**src/rtl/otter_pkg.sv**
```systemverilog
// Shared encodings for the OTTER multi-cycle control unit: opcodes, ALU functions,
// datapath mux selects, FSM states and the bundled control word.
package otter_pkg;

    typedef enum logic [6:0] {
        OP_LOAD   = 7'b0000011,
        OP_STORE  = 7'b0100011,
        OP_BRANCH = 7'b1100011,
        OP_JALR   = 7'b1100111,
        OP_JAL    = 7'b1101111,
        OP_IMM    = 7'b0010011,
        OP_REG    = 7'b0110011,
        OP_LUI    = 7'b0110111,
        OP_AUIPC  = 7'b0010111,
        OP_SYSTEM = 7'b1110011
    } opcode_t;

    localparam logic [3:0] ALU_ADD  = 4'b0000;
    localparam logic [3:0] ALU_SUB  = 4'b1000;
    localparam logic [3:0] ALU_SLL  = 4'b0001;
    localparam logic [3:0] ALU_SLT  = 4'b0010;
    localparam logic [3:0] ALU_SLTU = 4'b0011;
    localparam logic [3:0] ALU_XOR  = 4'b0100;
    localparam logic [3:0] ALU_SRL  = 4'b0101;
    localparam logic [3:0] ALU_SRA  = 4'b1101;
    localparam logic [3:0] ALU_OR   = 4'b0110;
    localparam logic [3:0] ALU_AND  = 4'b0111;
    localparam logic [3:0] ALU_LUI  = 4'b1001;

    localparam logic [1:0] SRCA_RS1     = 2'd0;
    localparam logic [1:0] SRCA_UIMM    = 2'd1;
    localparam logic [1:0] SRCA_NOT_RS1 = 2'd2;

    localparam logic [2:0] SRCB_RS2  = 3'd0;
    localparam logic [2:0] SRCB_IIMM = 3'd1;
    localparam logic [2:0] SRCB_SIMM = 3'd2;
    localparam logic [2:0] SRCB_PC   = 3'd3;
    localparam logic [2:0] SRCB_CSR  = 3'd4;

    localparam logic [2:0] PC_PLUS4  = 3'd0;
    localparam logic [2:0] PC_JALR   = 3'd1;
    localparam logic [2:0] PC_BRANCH = 3'd2;
    localparam logic [2:0] PC_JAL    = 3'd3;
    localparam logic [2:0] PC_MTVEC  = 3'd4;
    localparam logic [2:0] PC_MEPC   = 3'd5;

    localparam logic [1:0] RF_PC4 = 2'd0;
    localparam logic [1:0] RF_CSR = 2'd1;
    localparam logic [1:0] RF_MEM = 2'd2;
    localparam logic [1:0] RF_ALU = 2'd3;

    localparam logic [11:0] MRET_FUNCT12 = 12'h302;

    typedef logic [2:0] state_t;
    localparam state_t ST_INIT      = 3'd0;
    localparam state_t ST_FETCH     = 3'd1;
    localparam state_t ST_EXEC      = 3'd2;
    localparam state_t ST_WRITEBACK = 3'd3;
    localparam state_t ST_INTR      = 3'd4;

    typedef struct packed {
        logic       pc_write;
        logic       reg_write;
        logic       mem_we2;
        logic       mem_rden1;
        logic       mem_rden2;
        logic [3:0] alu_fun;
        logic [1:0] alu_srcA_sel;
        logic [2:0] alu_srcB_sel;
        logic [2:0] pc_source;
        logic [1:0] rf_wr_sel;
        logic       csr_we;
        logic       int_taken;
        logic       mret_exec;
    } ctrl_t;

endpackage

```
**src/rtl/otter_ctrl_unit_if.sv**
```systemverilog
// Control-unit <-> datapath bundle: instruction/branch flags in, control strobes out.
interface otter_ctrl_unit_if;
    logic [31:0] ir;
    logic        br_eq;
    logic        br_lt;
    logic        br_ltu;
    logic        intr;
    logic        pc_write;
    logic        reg_write;
    logic        mem_we2;
    logic        mem_rden1;
    logic        mem_rden2;
    logic [3:0]  alu_fun;
    logic [1:0]  alu_srcA_sel;
    logic [2:0]  alu_srcB_sel;
    logic [2:0]  pc_source;
    logic [1:0]  rf_wr_sel;
    logic        csr_we;
    logic        int_taken;
    logic        mret_exec;

    modport master (
        input  ir, br_eq, br_lt, br_ltu, intr,
        output pc_write, reg_write, mem_we2, mem_rden1, mem_rden2, alu_fun,
               alu_srcA_sel, alu_srcB_sel, pc_source, rf_wr_sel, csr_we,
               int_taken, mret_exec
    );

    modport slave (
        output ir, br_eq, br_lt, br_ltu, intr,
        input  pc_write, reg_write, mem_we2, mem_rden1, mem_rden2, alu_fun,
               alu_srcA_sel, alu_srcB_sel, pc_source, rf_wr_sel, csr_we,
               int_taken, mret_exec
    );
endinterface

```
**src/rtl/otter_cu_decoder.sv**
```systemverilog
// Pure combinational decode of an RV32I instruction into the control word used in EXEC.
module otter_cu_decoder
    import otter_pkg::*;
(
    input  logic [31:0] ir,
    input  logic        br_eq,
    input  logic        br_lt,
    input  logic        br_ltu,
    output ctrl_t       ctrl
);

    logic [2:0] funct3;
    logic       br_taken;
    logic       unused_ir_bits;

    assign funct3         = ir[14:12];
    assign unused_ir_bits = ^{ir[19:15], ir[11:7]};

    always_comb begin
        case (funct3)
            3'b000:  br_taken = br_eq;
            3'b001:  br_taken = ~br_eq;
            3'b100:  br_taken = br_lt;
            3'b101:  br_taken = ~br_lt;
            3'b110:  br_taken = br_ltu;
            3'b111:  br_taken = ~br_ltu;
            default: br_taken = 1'b0;
        endcase
    end

    // Every non-load instruction finishes in EXEC, so pc_write defaults high and
    // unknown encodings fall out as a plain pc+4 NOP.
    always_comb begin
        ctrl          = '0;
        ctrl.pc_write = 1'b1;
        case (ir[6:0])
            OP_LOAD: begin
                ctrl.pc_write     = 1'b0;
                ctrl.mem_rden2    = 1'b1;
                ctrl.alu_fun      = ALU_ADD;
                ctrl.alu_srcB_sel = SRCB_IIMM;
            end
            OP_REG: begin
                ctrl.alu_fun   = {ir[30], funct3};
                ctrl.reg_write = 1'b1;
                ctrl.rf_wr_sel = RF_ALU;
            end
            OP_IMM: begin
                ctrl.alu_fun      = {ir[30] & (funct3 == 3'b101), funct3};
                ctrl.alu_srcB_sel = SRCB_IIMM;
                ctrl.reg_write    = 1'b1;
                ctrl.rf_wr_sel    = RF_ALU;
            end
            OP_LUI: begin
                ctrl.alu_fun      = ALU_LUI;
                ctrl.alu_srcA_sel = SRCA_UIMM;
                ctrl.reg_write    = 1'b1;
                ctrl.rf_wr_sel    = RF_ALU;
            end
            OP_AUIPC: begin
                ctrl.alu_fun      = ALU_ADD;
                ctrl.alu_srcA_sel = SRCA_UIMM;
                ctrl.alu_srcB_sel = SRCB_PC;
                ctrl.reg_write    = 1'b1;
                ctrl.rf_wr_sel    = RF_ALU;
            end
            OP_STORE: begin
                ctrl.alu_fun      = ALU_ADD;
                ctrl.alu_srcB_sel = SRCB_SIMM;
                ctrl.mem_we2      = 1'b1;
            end
            OP_JAL: begin
                ctrl.pc_source = PC_JAL;
                ctrl.reg_write = 1'b1;
                ctrl.rf_wr_sel = RF_PC4;
            end
            OP_JALR: begin
                ctrl.pc_source = PC_JALR;
                ctrl.reg_write = 1'b1;
                ctrl.rf_wr_sel = RF_PC4;
            end
            OP_BRANCH: begin
                ctrl.pc_source = br_taken ? PC_BRANCH : PC_PLUS4;
            end
            OP_SYSTEM: begin
                case (funct3)
                    3'b000: begin
                        if (ir[31:20] == MRET_FUNCT12) begin
                            ctrl.pc_source = PC_MEPC;
                            ctrl.mret_exec = 1'b1;
                        end
                    end
                    3'b001, 3'b010, 3'b011: begin
                        ctrl.csr_we    = 1'b1;
                        ctrl.reg_write = 1'b1;
                        ctrl.rf_wr_sel = RF_CSR;
                        if (funct3 == 3'b001) begin
                            ctrl.alu_fun = ALU_LUI;
                        end else if (funct3 == 3'b010) begin
                            ctrl.alu_fun      = ALU_OR;
                            ctrl.alu_srcB_sel = SRCB_CSR;
                        end else begin
                            ctrl.alu_fun      = ALU_AND;
                            ctrl.alu_srcA_sel = SRCA_NOT_RS1;
                            ctrl.alu_srcB_sel = SRCB_CSR;
                        end
                    end
                    default: ;
                endcase
            end
            default: ;
        endcase
    end

endmodule

```
**src/rtl/otter_ctrl_unit.sv**
```systemverilog
// OTTER multi-cycle control unit: FETCH/EXEC/WRITEBACK sequencing with interrupt entry,
// driving datapath controls from the state and the decoded instruction.
module otter_ctrl_unit
    import otter_pkg::*;
(
    input  logic             CLK,
    input  logic             RST,
    otter_ctrl_unit_if.master bus
);

    state_t state;
    state_t next_state;
    ctrl_t  exec_ctrl;
    ctrl_t  ctrl;
    logic   is_load;

    otter_cu_decoder u_decoder (
        .ir     (bus.ir),
        .br_eq  (bus.br_eq),
        .br_lt  (bus.br_lt),
        .br_ltu (bus.br_ltu),
        .ctrl   (exec_ctrl)
    );

    assign is_load = (bus.ir[6:0] == OP_LOAD);

    always_ff @(posedge CLK) begin
        if (RST) begin
            state <= ST_INIT;
        end else begin
            state <= next_state;
        end
    end

    // intr is only looked at in the last cycle of an instruction, so a request
    // arriving earlier simply waits for the instruction boundary.
    always_comb begin
        next_state = ST_INIT;
        case (state)
            ST_INIT:      next_state = ST_FETCH;
            ST_FETCH:     next_state = ST_EXEC;
            ST_EXEC: begin
                if (is_load) begin
                    next_state = ST_WRITEBACK;
                end else begin
                    next_state = bus.intr ? ST_INTR : ST_FETCH;
                end
            end
            ST_WRITEBACK: next_state = bus.intr ? ST_INTR : ST_FETCH;
            ST_INTR:      next_state = ST_FETCH;
            default:      next_state = ST_INIT;
        endcase
    end

    // RST masks every strobe in the same cycle so an aborted instruction never commits.
    always_comb begin
        ctrl = '0;
        if (!RST) begin
            case (state)
                ST_FETCH: ctrl.mem_rden1 = 1'b1;
                ST_EXEC:  ctrl = exec_ctrl;
                ST_WRITEBACK: begin
                    ctrl.reg_write = 1'b1;
                    ctrl.rf_wr_sel = RF_MEM;
                    ctrl.pc_write  = 1'b1;
                    ctrl.pc_source = PC_PLUS4;
                end
                ST_INTR: begin
                    ctrl.int_taken = 1'b1;
                    ctrl.pc_write  = 1'b1;
                    ctrl.pc_source = PC_MTVEC;
                end
                default: ;
            endcase
        end
    end

    assign bus.pc_write     = ctrl.pc_write;
    assign bus.reg_write    = ctrl.reg_write;
    assign bus.mem_we2      = ctrl.mem_we2;
    assign bus.mem_rden1    = ctrl.mem_rden1;
    assign bus.mem_rden2    = ctrl.mem_rden2;
    assign bus.alu_fun      = ctrl.alu_fun;
    assign bus.alu_srcA_sel = ctrl.alu_srcA_sel;
    assign bus.alu_srcB_sel = ctrl.alu_srcB_sel;
    assign bus.pc_source    = ctrl.pc_source;
    assign bus.rf_wr_sel    = ctrl.rf_wr_sel;
    assign bus.csr_we       = ctrl.csr_we;
    assign bus.int_taken    = ctrl.int_taken;
    assign bus.mret_exec    = ctrl.mret_exec;

endmodule

```
**src/flat_wrapper.sv**
```systemverilog
// flat-port wrapper written by rule: the top's interface ports become plain ports
module otter_ctrl_unit_flat import otter_pkg::*;
  (CLK, RST, bus_ir, bus_br_eq, bus_br_lt, bus_br_ltu, bus_intr, bus_pc_write, bus_reg_write, bus_mem_we2, bus_mem_rden1, bus_mem_rden2, bus_alu_fun, bus_alu_srcA_sel, bus_alu_srcB_sel, bus_pc_source, bus_rf_wr_sel, bus_csr_we, bus_int_taken, bus_mret_exec);
  otter_ctrl_unit_if bus_i ();
  input  logic CLK;
  input  logic RST;
  input wire logic [$bits(bus_i.ir)-1:0] bus_ir;
  input wire logic [$bits(bus_i.br_eq)-1:0] bus_br_eq;
  input wire logic [$bits(bus_i.br_lt)-1:0] bus_br_lt;
  input wire logic [$bits(bus_i.br_ltu)-1:0] bus_br_ltu;
  input wire logic [$bits(bus_i.intr)-1:0] bus_intr;
  output wire logic [$bits(bus_i.pc_write)-1:0] bus_pc_write;
  output wire logic [$bits(bus_i.reg_write)-1:0] bus_reg_write;
  output wire logic [$bits(bus_i.mem_we2)-1:0] bus_mem_we2;
  output wire logic [$bits(bus_i.mem_rden1)-1:0] bus_mem_rden1;
  output wire logic [$bits(bus_i.mem_rden2)-1:0] bus_mem_rden2;
  output wire logic [$bits(bus_i.alu_fun)-1:0] bus_alu_fun;
  output wire logic [$bits(bus_i.alu_srcA_sel)-1:0] bus_alu_srcA_sel;
  output wire logic [$bits(bus_i.alu_srcB_sel)-1:0] bus_alu_srcB_sel;
  output wire logic [$bits(bus_i.pc_source)-1:0] bus_pc_source;
  output wire logic [$bits(bus_i.rf_wr_sel)-1:0] bus_rf_wr_sel;
  output wire logic [$bits(bus_i.csr_we)-1:0] bus_csr_we;
  output wire logic [$bits(bus_i.int_taken)-1:0] bus_int_taken;
  output wire logic [$bits(bus_i.mret_exec)-1:0] bus_mret_exec;
  assign bus_i.ir = bus_ir;
  assign bus_i.br_eq = bus_br_eq;
  assign bus_i.br_lt = bus_br_lt;
  assign bus_i.br_ltu = bus_br_ltu;
  assign bus_i.intr = bus_intr;
  assign bus_pc_write = bus_i.pc_write;
  assign bus_reg_write = bus_i.reg_write;
  assign bus_mem_we2 = bus_i.mem_we2;
  assign bus_mem_rden1 = bus_i.mem_rden1;
  assign bus_mem_rden2 = bus_i.mem_rden2;
  assign bus_alu_fun = bus_i.alu_fun;
  assign bus_alu_srcA_sel = bus_i.alu_srcA_sel;
  assign bus_alu_srcB_sel = bus_i.alu_srcB_sel;
  assign bus_pc_source = bus_i.pc_source;
  assign bus_rf_wr_sel = bus_i.rf_wr_sel;
  assign bus_csr_we = bus_i.csr_we;
  assign bus_int_taken = bus_i.int_taken;
  assign bus_mret_exec = bus_i.mret_exec;
  otter_ctrl_unit u_core (.CLK(CLK), .RST(RST), .bus(bus_i));
endmodule
```
**config.mk**
```make
export PLATFORM = sky130hd
export DESIGN_NAME = otter_ctrl_unit_flat
export DESIGN_NICKNAME = d
export VERILOG_FILES = /design/src/rtl/otter_pkg.sv /design/src/rtl/otter_ctrl_unit_if.sv /design/src/rtl/otter_cu_decoder.sv /design/src/rtl/otter_ctrl_unit.sv /design/src/flat_wrapper.sv
export SDC_FILE = /design/constraint.sdc
export NUM_CORES = 1
export LEC_CHECK = 0
export ABC_CLOCK_PERIOD_IN_PS = 2700
export CELL_PAD_IN_SITES_DETAIL_PLACEMENT = 2
export CELL_PAD_IN_SITES_GLOBAL_PLACEMENT = 2
export CORE_ASPECT_RATIO = 1.2
export CORE_MARGIN = 2
export CORE_UTILIZATION = 12
export CTS_CLUSTER_SIZE = 8
export DETAILED_ROUTE_END_ITERATION = 12
export HOLD_SLACK_MARGIN = 0.03
export PLACE_DENSITY_LB_ADDON = 0.1
export SYNTH_ARGS = -nofsm -noshare
export SYNTH_HDL_FRONTEND = slang
export SYNTH_SLANG_ARGS = --single-unit
```
**constraint.sdc**
```tcl
create_clock -name CLK -period 2.7 [get_ports CLK]
set_clock_uncertainty 0.05 [all_clocks]
set_input_delay 0.675 -clock CLK [delete_from_list [all_inputs] [get_ports CLK]]
set_output_delay 0.675 -clock CLK [all_outputs]
set_load 0.1 [all_outputs]
```
## Word level (Yosys, flattened, before mapping)

Cells that the tools add are included.

- Logic and storage cells: 74
- Output and inout port bits: 22
- Input bits: 38
- Latch bits: 0
- Memories kept: 0
- Memory bits (writable): 0
- Bits in registers: 3
- Bits in read-only memories: 0

- Bitwise gates (word level): 4
- Add/subtract/negate cells: 0
- Equality and inequality tests: 22
- Reductions and logical operators: 9
- Muxes and demuxes: 38
- Magnitude comparators: 0
- Multiply operators: 0
- Shifts and indexed selects: 0
- Divide/modulo/power cells: 0

Operators with widths:

| operator | number |
|---|---|
| $pmux 3 s4 | 3 |
| $eq 7x7->1 const B | 4 |
| $mux 22 | 1 |
| $eq 7x6->1 const B | 3 |
| $pmux 4 s4 | 1 |
| $eq 3x3->1 const B | 5 |
| $eq 7x5->1 const B | 2 |
| $mux 1 | 14 |
| $eq 12x10->1 const B | 1 |
| $eq 3x2->1 const B | 4 |
| $mux 3 | 4 |
| $pmux 2 s2 | 3 |
| $mux 10 | 1 |
| $mux 9 | 1 |
| $reduce_or 2->1 | 4 |
| $eq 7x2->1 const B | 1 |
| $eq 3x1->1 const B | 2 |
| $logic_not 3->1 | 2 |
| $mux 2 | 3 |
| $pmux 1 s2 | 3 |
| $pmux 1 s6 | 1 |
| $pmux 3 s2 | 1 |
| $reduce_or 6->1 | 1 |
| $mux 5 | 1 |
| 5 further kinds | 7 |

## Longest topological paths before layout

- Depth after elaboration: 7
- Gate-level depth with buffers: 5
- Mapped depth without buffers: 4

## Modules after synthesis

A second synthesis with hierarchy kept.

- Cell total of the unflattened synthesis: 104
- Area total of the unflattened synthesis: 709.4 um^2

Modules (own cells, without submodules):

| module | sequential area each (um^2) | area each (um^2) | times used | cells an instance |
|---|---|---|---|---|
| otter_cu_decoder | 0.0 | 375.4 | 1 | 57 |
| otter_ctrl_unit | 60.1 | 334.1 | 1 | 47 |

## Least setup slack after synthesis

Ideal clock, no wire load.

- Path kind: input -> output
- Start: input port RST
- End: output port bus_mem_rden1
- Slack: -1,897 ps
- Path buffers: 0
- Stages on the path: 1
- Required time: 1,975 ps
- Arrival time: 3,872 ps
- Cells stage by stage: nor4b_1

- Word-level cells in the longest chain between the ends: 1

RTL lines:

| what | line | RTL |
|---|---|---|
| start: declaration | flat_wrapper.sv:6 | `input logic RST;` |
| $mux 22 | otter_ctrl_unit.sv:58 | `if (!RST) begin` |
| end: declaration | flat_wrapper.sv:15 | `output wire logic [$bits(bus_i.mem_rden1)-1:0] bus_mem_rden1;` |

No other way between the ends.

## Worst setup path in the final report

- Start: input port RST
- End: output port bus_pc_source[0]

- Word-level cells in the longest chain between the ends: 1

RTL lines:

| what | line | RTL |
|---|---|---|
| $mux 22 | otter_ctrl_unit.sv:58 |  |
| end: declaration | flat_wrapper.sv:20 | `output wire logic [$bits(bus_i.pc_source)-1:0] bus_pc_source;` |

No other way between the ends.

==> out/results.ini <==
[yosys]
ys_ff_latch = 3
syn_area_um2 = 543
synthCells = 82
synth_area_per_cell_um2 = 6.62
netlist.area_leader.share_pct = 11.1
synth_top_area_cell = dfxtp_1
ys_seq_area_share_pct = 11.1
synth_common_cells = 13 x nor2_1, 8 x a21oi_1, 7 x nand2_1
ys.flop_type = dfxtp_1
synth.area.top_cells = dfxtp_1 11%, nor2_1 9.0%, a21oi_1 7.4%
yosysUniqueCellTypes = 37
synth_nets = 120
ys_warn_count = 0
async_reset_ff_share_pct = 0
synth_most_common_cell = nor2_1
synth_edf_count = 0

[finish]
top_register = u_core.state
largest_reg_flops = 3
syn_to_final_growth_pct = 258
nets = 207
final_cells = 224
layout-drive-gt1-share_pct = 70.8
multiInputGateArea_um2 = 766
reg_top3 = u_core.state (3)
diodes = 0
seq_area_um2 = 60.1
final_core_util_pct = 45.3
fill_cells = 473

[die]
die_x_um = 65.4
core_um2 = 4290
rows = 26
dieArea_um2 = 5080
fp.dieH_um = 77.7
initial_core_util_pct = 12.6
boundaryPins = 60

[cts]
clockRootBuffer = clkbuf_8
cts_tree = yes
htreeDepth = 1
holdBufCountCts = 0
clk_latency_ns = 0.23
clock-sinks = 3
clk_pin_slew_ns = 0.04
cts_made_buffers = 3
cts_buffer_depth = 2

[route]
drt_wl_total_um = 3640
ant_nets = 0
routed_via_density = 4.33
routedWlPerCell_um = 16.2
dr.first_iter.drc_count = 7
drc = 0
first_pass_iters = 2
route.vias.total = 970

[setup_path]
r2r_end = u_core.state[1]
crit_path_end_kind = output port
worstSetupStartpointType = primary input
crit_chain = buf_6 -> or3b_4 -> or2_1 -> or3_4 -> o31ai_4 -> buf_12
r2r_slack_ns = 1.10
r2r_cells = 5
critPathBufInv = 2
path_delay_family = simple AND/OR/NAND/NOR gates
path_max_fanout = 3
crit_arrival_ns = 2.10
worstSetupPathType = primary input to output port
cp.required_ns = 1.98
setup.worst_path.start = RST
r2r_start = u_core.state[2]
cp_slowest_cell = or3_4
max_stage_delay_ns = 0.41

[pwr]
net-switching-power_uw = 139
power_frac_seq_pct = 14.3
power_uw = 382
pwr_density_cell_nw_per_um2 = 197
power.leakage_nw = 0.785
swShare_pct = 36.4
p_int_uw = 243
pwr-share-comb_pct = 48.6
vdd_drop_max_mv = 0.0870
p_clk_share_pct = 37.1

[timing]
setup_viol = 9
fin_crit_ns = 2.83
worstMarginPinSlew_ns = 0.408
min_period_over_period_pct = 105
setup_tns_ns = -0.694
timing.fmax_ghz = 0.354
rsz0062_at_grt = yes
fin_ws_ns = -0.125
finalMaxSlewViolations = 0
hold_viol = 0
relSlewSlack_pct = 72.8

[job]
maxCapViolCount = 0

[placement]
portBuffers = 49
dp_hpwl_um = 2870
globalplace.congestion = 0.716
pre_cts_slack_ns = -0.496
dp_cells = 214

[run_status]
status = finished with violations
violations = negative setup slack

[grt]
grt_max_degree = 10
grt_overflow_total = 0
gr-usage-all-layers_pct = 15.6
grt_antenna_before_repair = 0
grt_pass1_wl_um = 5990
grt_pass1_vias = 1165

[worst_hold_path]
hold_end = u_core.state[0]
hold_depth = 2
hold_path_class = flop to flop
worstHoldStart = u_core.state[2]

-- repair_timing --
item | in CTS | in global routing
pin swaps | 21 | 22
resized for setup | 71 | 20
setup buffers | 3 | 3
setup endpoints to repair | 21 | 18
-- logic make-up after synthesis --
family	Yosys count	share of synthesized area, %
compound gates	16	19.4
xor+xnor	3	4.84
buf+inv	9	7.60
flops	3	11.1
simple gates	51	57.1
-- layout make-up --
cell class / instances / share of cell area (%)
Timing Repair Buffer: 86 / 50.5
Multi-Input combinational cell: 70 / 39.4
Tap cell: 56 / 3.60
Sequential cell: 3 / 3.09
Clock buffer: 4 / 2.32
Inverter: 5 / 1.16
-- worst max path at each step --
stage                               end  slack [ns]  cells after the start
finish                 bus_pc_source[0]       -0.13                      6
global route        bus_alu_srcA_sel[1]       -0.16                      8
CTS                    bus_pc_source[0]       -0.20                      6
detailed placement     bus_pc_source[0]       -0.50                      6
global placement       bus_pc_source[0]       -0.46                      6
floorplan                bus_alu_fun[2]       -0.28                      4
-- per-stage QoR --
stage | cell area, um2 | hold WS, ns
2_1_floorplan | 742 | 0.548
3_3_place_gp | 1720 | 0.596
3_5_place_dp | 1720 | 0.635
4_1_cts | 1890 | 0.645
5_1_grt | 1940 | 0.689
6_report | 1940 | 0.658
-- per-layer routing --
metal | wire length (um) | GRT usage (%) | part of all wire, % | vias to the layer above
met1 | 1240 | 14.9 | 34 | 463
met5 | 0 | 0 | 0 | -
li1 | - | - | - | 474
met4 | 61 | 6.25 | 1.7 | 0
met2 | 2240 | 32.9 | 62 | 27
met3 | 103 | 0.870 | 2.8 | 6
-- cells in the final DEF, fill, tap and decap left out, types with 3 or more instances in the layout --
master / count
buf_4: 28
buf_12: 22
buf_6: 11
dlygate4sd2_1: 9
nor2_4: 5
a21oi_4: 5
clkdlybuf4s15_1: 5
nor2_2: 4
inv_1: 4
nor2_1: 4
clkbuf_2: 4
nand2_1: 3
nand3b_1: 3
nor3_4: 3
clkbuf_8: 3
buf_2: 3
clkdlybuf4s50_1: 3
dfxtp_1: 3
-- worst register-to-register path, stage by stage (launching register included) --
cell	delay, ns
dfxtp_1	0.37
or3b_4	0.42
or2_1	0.24
buf_4	0.20
nor2_4	0.15
or2_1	0.11
-- power groups by stage --
stage / Sequential (mW) / Clock [mW] / Combinational [mW]
floorplan: 0.0536 / 0 / 0.0719
global placement: 0.0543 / 0 / 0.162
detailed placement: 0.0546 / 0 / 0.168
CTS: 0.0545 / 0.149 / 0.177
global route: 0.0553 / 0.149 / 0.197
finish: 0.0547 / 0.142 / 0.186
Note: power is estimated with default switching activity, not from simulation.
